$ cat config.mk
export PLATFORM = sky130hd
export DESIGN_NAME = fetch_sequencer
export DESIGN_NICKNAME = d
export VERILOG_FILES = /design/src/rtl/fetch_sequencer.sv
export SDC_FILE = /design/constraint.sdc
export NUM_CORES = 1
export LEC_CHECK = 0
export BUFFER_PORTS_ARGS = -buffer_cell sky130_fd_sc_hd__buf_2
export CORE_MARGIN = 1.5
export CORE_UTILIZATION = 55
export CTS_BUF_LIST = sky130_fd_sc_hd__clkbuf_8
export DETAILED_ROUTE_END_ITERATION = 10
export GPL_ROUTABILITY_DRIVEN = 0
export PLACE_DENSITY = 0.81
export SLEW_MARGIN = 20
export SYNTH_ARGS = -nofsm -noshare
export SYNTH_HDL_FRONTEND = slang
export SYNTH_SLANG_ARGS = --single-unit
$ cat constraint.sdc
create_clock -name clk -period 31.6 [get_ports clk]
set_input_delay 4.74 -clock clk [delete_from_list [all_inputs] [get_ports clk]]
set_output_delay 4.74 -clock clk [all_outputs]
set_load 0.01 [all_outputs]
$ cat src/rtl/fetch_sequencer.sv
// fetch_sequencer: PC sequencer with a single-outstanding instruction-memory
// request and a 2-entry response buffer feeding decode.
//
// Ports:
//   clk, reset            clock, asynchronous active-high reset
//   pc_src, branch_target redirect strobe and its target address
//   imem_req, imem_addr   request toward instruction memory
//   imem_ack, imem_rdata  transfer completion and returned instruction
//   instr_valid           buffer head valid toward decode
//   instruction, instr_pc buffer head contents
//   id_ready              decode accepts the head
module fetch_sequencer #(
   parameter int unsigned     WORD      = 64,
   parameter int unsigned     INSTR_LEN = 32,
   parameter logic [WORD-1:0] RESET_PC  = 64'd0
) (
   input  logic                 clk,
   input  logic                 reset,
   input  logic                 pc_src,
   input  logic [WORD-1:0]      branch_target,
   output logic                 imem_req,
   output logic [WORD-1:0]      imem_addr,
   input  logic                 imem_ack,
   input  logic [INSTR_LEN-1:0] imem_rdata,
   output logic                 instr_valid,
   output logic [INSTR_LEN-1:0] instruction,
   output logic [WORD-1:0]      instr_pc,
   input  logic                 id_ready
);

   typedef enum logic [1:0] {
      RUN   = 2'd0,
      STALL = 2'd1,
      KILL  = 2'd2
   } state_t;

   state_t                state;
   state_t                state_nxt;
   logic [WORD-1:0]       pc;
   logic [WORD-1:0]       pc_nxt;
   logic [WORD-1:0]       redirect_pc;
   logic [WORD-1:0]       redirect_nxt;
   logic [1:0]            count;
   logic [1:0]            count_nxt;
   logic [1:0]            count_push;
   logic                  rd_ptr;
   logic                  wr_ptr;
   logic [INSTR_LEN-1:0]  buf_instr [2];
   logic [WORD-1:0]       buf_pc    [2];

   logic                  ack;
   logic                  pop;
   logic                  do_pop;
   logic                  push;
   logic                  flush;

   // The request is gated by reset directly so it drops the moment reset
   // asserts, abandoning whatever transfer was in flight.
   assign imem_req    = ~reset & (state != STALL);
   assign imem_addr   = pc;
   assign instr_valid = (count != 2'd0);
   assign instruction = buf_instr[rd_ptr];
   assign instr_pc    = buf_pc[rd_ptr];

   assign ack    = imem_req & imem_ack;
   assign pop    = instr_valid & id_ready;
   // A redirect flush wins over a same-edge pop.
   assign do_pop = pop & ~flush;

   // Occupancy after a push at this edge, net of any same-edge pop.
   assign count_push = count + 2'd1 - {1'b0, pop};

   always_comb begin
      state_nxt    = state;
      pc_nxt       = pc;
      redirect_nxt = redirect_pc;
      push         = 1'b0;
      flush        = 1'b0;
      unique case (state)
         RUN: begin
            if (pc_src) begin
               flush = 1'b1;
               if (ack) begin
                  pc_nxt = branch_target;
               end else begin
                  // The request at the old pc is still owed an ack;
                  // park the target until that ack drains it.
                  redirect_nxt = branch_target;
                  state_nxt    = KILL;
               end
            end else if (ack) begin
               push   = 1'b1;
               pc_nxt = pc + WORD'(4);
               if (count_push == 2'd2) begin
                  state_nxt = STALL;
               end
            end
         end
         STALL: begin
            if (pc_src) begin
               flush     = 1'b1;
               pc_nxt    = branch_target;
               state_nxt = RUN;
            end else if (pop) begin
               state_nxt = RUN;
            end
         end
         KILL: begin
            if (pc_src) begin
               flush = 1'b1;
               if (ack) begin
                  pc_nxt    = branch_target;
                  state_nxt = RUN;
               end else begin
                  redirect_nxt = branch_target;
               end
            end else if (ack) begin
               pc_nxt    = redirect_pc;
               state_nxt = RUN;
            end
         end
         default: begin
            state_nxt = RUN;
         end
      endcase
   end

   always_comb begin
      if (flush) begin
         count_nxt = 2'd0;
      end else begin
         count_nxt = count + {1'b0, push} - {1'b0, do_pop};
      end
   end

   always_ff @(posedge clk or posedge reset) begin
      if (reset) begin
         state       <= RUN;
         pc          <= RESET_PC;
         redirect_pc <= '0;
         count       <= 2'd0;
         rd_ptr      <= 1'b0;
         wr_ptr      <= 1'b0;
      end else begin
         state       <= state_nxt;
         pc          <= pc_nxt;
         redirect_pc <= redirect_nxt;
         count       <= count_nxt;
         if (flush) begin
            rd_ptr <= 1'b0;
            wr_ptr <= 1'b0;
         end else begin
            rd_ptr <= rd_ptr ^ do_pop;
            wr_ptr <= wr_ptr ^ push;
         end
      end
   end

   // Entries are cleared on reset so the head reads zero while reset holds.
   always_ff @(posedge clk or posedge reset) begin
      if (reset) begin
         buf_instr[0] <= '0;
         buf_instr[1] <= '0;
         buf_pc[0]    <= '0;
         buf_pc[1]    <= '0;
      end else if (push) begin
         buf_instr[wr_ptr] <= imem_rdata;
         buf_pc[wr_ptr]    <= pc;
      end
   end

endmodule

# After elaboration in Yosys (flattened, before gate mapping)
# Cells that the tools add are included.
[word_totals]
register_bits = 326
in_bits = 101
output_inout_bits = 162
wordCells = 84
[op_classes]
addsub = 5
order_cmp = 3
n_eq_ne = 11
n_mux = 35
bitwise_logic = 11
n_reduce_logical = 9
[ops]
columns = ["op", "count"]
rows = [
  ["$mux W64", 10],
  ["$pmux W64 S3", 1],
  ["$bwmux W128", 1],
  ["$mux W32", 4],
  ["$add A64 B3 Y64 const B", 1],
  ["$bwmux W64", 1],
  ["$demux W64 S1", 1],
  ["$demux W32 S1", 1],
  ["$mux W2", 8],
  ["$ne A3 B3 Y1 const B", 5],
  ["$mux W1", 7],
  ["$pmux W2 S3", 1],
  ["$reduce_and A5 Y1", 1],
  ["$and A1 B1 Y1", 4],
  ["$eq A2 B2 Y1 const B", 2],
  ["$ge A2 B2 Y1 const B", 2],
  ["$ne A2 B2 Y1 const B", 2],
  ["$not A1 Y2", 2],
  ["$reduce_and A4 Y1", 1],
  ["$sub A2 B1 Y2", 2],
  ["$not A1 Y1", 3],
  ["$reduce_and A3 Y1", 1],
  ["$reduce_bool A3 Y1", 1],
  ["$reduce_or A3 Y1", 1],
  ["10 further kinds", 11],
]

# Depth between registers and ports, before layout
[depth]
ltp_word = 9
depth_mapped = 15
ltp_nobuf = 11

# Worst setup path after synthesis
# Ideal clock, no wire load.
[synth_path]
kind = "input-to-output"
startpoint = "input port reset"
endpoint = "output port imem_req"
arrival_ns = 4.897
t_required_ns = 26.860
slack_ns = 21.963
stages = 1
path_buffers = 0
cell_sequence = "nor2_1"
[synth_between]
elab_chain_len = 2
[synth_rtl]
columns = ["item", "line", "text"]
rows = [
  ["start: declaration", "18", "input logic reset,"],
  ["$not A1 Y1", "59", "assign imem_req = ~reset & (state != STALL);"],
  ["$and A1 B1 Y1", "59", ""],
  ["end: declaration", "21", "output logic imem_req,"],
]
# Every way passes these cells.

# Final worst setup path
# Same ends and word-level chain as after synthesis.

==> results.txt <==
* Vias per inst: between 6 and 7
* Hold Buf Count CTS: 0
- Top-area cell type share of the netlist area: a little under half
* Worst-margin pin slew: between 1 and 1.5 ns
- Summing all multi-input logic gate instances after layout gives approximately 0.0091 mm^2.
- For the final database, setup skew stands at between 0.02 and 0.025 ns.
* Total DRC errors in the routed layout: 0
- After Yosys synthesis, and, or, nand and nor cells account for 12.1% of the synthesized area.
- Max IR drop VDD: 0.0486 mV
* Layout Area Growth over Synthesis: 14.8%
- The H-tree generated during clock tree synthesis spans 2 levels.
- Total vias in the final route: 15300
* Detailed-route wire length per cell: about 22 um
- Clock-pin slew on the worst setup and hold paths: around 0.05 ns
- After synthesis, the largest family of logic cells by area is multiplexers.
- Number of buffers added for setup after CTS: 0
* Sequential cell area: ~0.008 mm^2
- Average size of a mapped cell: 10.4 um^2
- Before CTS, the worst setup slack after placement is approximately 22 ns.
- After legalization and detailed placement, the total HPWL measured about 33000 um.
- Maximum clock path buffer count: 3
* Tot GR Track Use: 30.1%
- Number of buffers created by CTS: 56
- Post-synthesis share of cell area spent on full adders, half adders and majority gates: 0.700%
* CTS tree: built
* Critical path buffers and inverters: 2
- Final WS setup: between 20 and 25 ns
- Synthesis handed over a netlist of about 1700 instances.
* Core Box Area: ~0.032 mm^2
- First-pass GRT wire length: a little over 80000 um
* Setup crit start kind: input pin
* Count of flip-flops with a built-in enable after synthesis: 0
- Sorting the synthesized cells by how often they occur yields 357 x sky130_fd_sc_hd__mux2_2, 326 x sky130_fd_sc_hd__dfrtp_1, 167 x sky130_fd_sc_hd__nand2_1, 119 x sky130_fd_sc_hd__clkbuf_1, 103 x sky130_fd_sc_hd__a21oi_1.
- Horiz. Die Dim: between 150 and 200 um
- Global routing consumed, on the met1 layer, roughly two fifths of the routing resources.
- The initial utilization of the core area, before any placement, comes to 56.2%.
- End of the worst register-to-register path: redirect_pc[0]
* Max-slew headroom at the worst pin: ~28%
- Number of cells in the finished layout apart from fillers: 2381
- Critical Path, Cell by Cell: buf_2 -> nor2_1 -> buf_2
* Reg-to-reg startpoint: state[1]
* Largest cells by area after synthesis: sky130_fd_sc_hd__dfrtp_1 46%, sky130_fd_sc_hd__mux2_2 22%, sky130_fd_sc_hd__nand2_1 3.5%
- Number of antenna violations at the first check in global routing: 10
* Flip-flop and latch count after synthesis: between 300 and 400
- In the final design database the tool counted ~2000 nets.
* Final hold violation count: 0
* Die ar.: ~0.034 mm^2
- Class of the most critical setup path: input pin to output pin
- Async set or reset register ratio after synthesis: between 90% and 100%
- Cell with the most instances on the worst path: sky130_fd_sc_hd__buf_2
- Most common cell in the netlist: sky130_fd_sc_hd__mux2_2
* Launch point of the critical path: reset
- Post-Syn Nets: 1826
- The critical path crosses 3 cells after its start point.
- Worst min-delay path class: register to register
- Data on the critical path is required at its endpoint by 26.86 ns.
* Worst reg2reg path depth: 8
- The first TritonRoute pass finished after 5 iterations.
- Final Max Slew Viols: 0
- The count of buffers added on input and output ports is between 200 and 300.
- Global route hottest layer: met2
* Cell at the slowest stage of the critical path: sky130_fd_sc_hd__buf_2
* Lkg Pwr: slightly above 9 nW
* Pin count of the biggest net entering global routing: 195
- Final instance area: 0.0205 mm^2
- On the critical path the largest part of the delay comes from buffers and inverters.
- The worst path needs just under 10 ns of the cycle, external delays included.
* Largest stage delay on the critical path: ~0.15 ns
* Number of warning messages in the yosys log: 0
- Share of final-layout standard cells stronger than drive strength 1: about two fifths
- Data arrives at the worst endpoint at 5.12 ns.
* Pwr per Cell Area: roughly 94 mW/mm^2
- Worst hold slack: 0.499 ns
* Final-layout setup total negative slack: 0 ns
- Predominant post-synthesis flop cell: sky130_fd_sc_hd__dfrtp_1
* Final Cycle Share: 31.2%
- Number of antenna-violating nets in the routed design: 0
- Result of the run: completed
* Cell area after placement: ~0.019 mm^2
- GRT overflow: 0
* Synth Area in XOR/XNOR: less than 1%
- For met2 alone, demand over resource in global routing was between 40% and 50%.
- Fmax: 101 MHz
- Setup violations remaining at the end of the flow were counted as 0.
- Seq/Total Area, Yosys: a little under half
- Across all register-to-register paths, the minimum setup slack is between 20 and 30 ns.
* CP endpoint: imem_req
* MaxCap Viol Count: 0
- Quantity of gates resized following cts: 0
* Post-synthesis compound-gate area fraction: between 10 and 15%
- Worst-path maximum fanout: 5
- The routed design has a little over 50000 um of wire.
* Count of distinct cell types in the synthesized netlist: 73
* Clock tree root driver cell: sky130_fd_sc_hd__clkbuf_8
* Synthesized area: 0.0179 mm^2
- Setup repair after global routing left no endpoint under its margin.
- Insertion delay to the later sink of the worst-skew pair: 0.60 ns
* Vert. Die Dim: between 150 and 200 um
* Yosys top cell by area: sky130_fd_sc_hd__dfrtp_1
* Number of DRC markers in iteration 0: 1609
- Setup crit end kind: output pin
- I/O pins: 263
- Including well taps, the total number of placed cells is between 2000 and 2500.
* Via count of the first global-routing pass: around 15000
- Proportion of synthesized area in mux cells: 23.4%
- Global routing consumed, on the met3 layer, under 10% of the routing resources.
- Floorplan row count: 65
- Sink Count: ~330
- Number of fill cells in the layout: 2469
[cell type report]
| cell class | count | share of cell area, % |
|---|---|---|
| Multi-Input combinational cell | 1214 | 44.3 |
| Tap cell | 435 | 2.65 |
| Sequential cell | 326 | 39.7 |
| Inverter | 17 | 0.347 |
| Timing Repair Buffer | 282 | 7.29 |
| Clock buffer | 73 | 4.89 |
| Clock inverter | 27 | 0.676 |
| Antenna cell | 7 | 0.0853 |
[cells in the final DEF, fill, tap and decap left out, types with 7 or more instances in the layout]
cell	n
sky130_fd_sc_hd__nor3_1	24
sky130_fd_sc_hd__clkbuf_8	73
sky130_fd_sc_hd__o21ai_0	99
sky130_fd_sc_hd__a22o_1	32
sky130_fd_sc_hd__a21oi_1	103
sky130_fd_sc_hd__a31oi_1	25
sky130_fd_sc_hd__a211oi_1	9
sky130_fd_sc_hd__a221oi_1	21
sky130_fd_sc_hd__or3_1	12
sky130_fd_sc_hd__mux2i_1	16
sky130_fd_sc_hd__o211ai_1	13
sky130_fd_sc_hd__buf_2	261
sky130_fd_sc_hd__nor2b_1	10
sky130_fd_sc_hd__buf_4	19
sky130_fd_sc_hd__dfrtp_1	325
sky130_fd_sc_hd__nand2_1	167
sky130_fd_sc_hd__nor2_1	77
sky130_fd_sc_hd__o21a_1	9
sky130_fd_sc_hd__and4_1	9
sky130_fd_sc_hd__o31ai_1	15
sky130_fd_sc_hd__nand4_1	37
sky130_fd_sc_hd__and3_1	11
sky130_fd_sc_hd__diode_2	7
sky130_fd_sc_hd__nand3_1	34
sky130_fd_sc_hd__mux2_2	357
sky130_fd_sc_hd__inv_1	35
[worst min-delay path by stage]
stage / from / slack (ns) / to / depth (start not counted)
after CTS: buf_instr[43] / 0.50 / buf_instr[43] / 1
after floorplan: redirect_pc[29] / 0.47 / redirect_pc[29] / 1
after detailed placement: buf_pc[19] / 0.49 / buf_pc[19] / 1
after global routing: buf_instr[62] / 0.51 / buf_instr[62] / 1
after global placement: buf_instr[20] / 0.48 / buf_instr[20] / 1
final: buf_instr[31] / 0.50 / buf_instr[31] / 1
[report_power, final]
part	switching, mW	internal, mW
logic	0.388	0.374
clock network	0.170	0.213
registers	0.199	0.589
total	0.758	1.18
[layer usage]
metal,vias up,routed length (um)
met3,161,5600
met2,896,23500
met5,-,34
met4,6,1690
met1,7570,20600
li1,6700,-
[kinds of logic (layout without fill, tap and decap cells)]
group,count (synthesis),in the layout
simple gates,433,433
compound gates,393,393
mux,373,373
flops,326,326
buf+inv,175,399
fa+ha+maj,10,10
xor+xnor,5,5
other cells,0,7
[stage by stage]
stage	utilization, %	power [mW]
floorplan	-	1.26
global placement	60.8	1.49
detailed placement	60.8	1.54
CTS	64.4	1.93
global route	64.6	2.05
finish	64.6	1.93
[registers in the layout, summed over array words and instances (netlist names)]
name / count
buf_instr: 64
buf_pc: 128
count: 2
imem_addr: 64
rd_ptr: 1
redirect_pc: 64
state: 2
wr_ptr: 1
(Power assumes the default switching activity.)
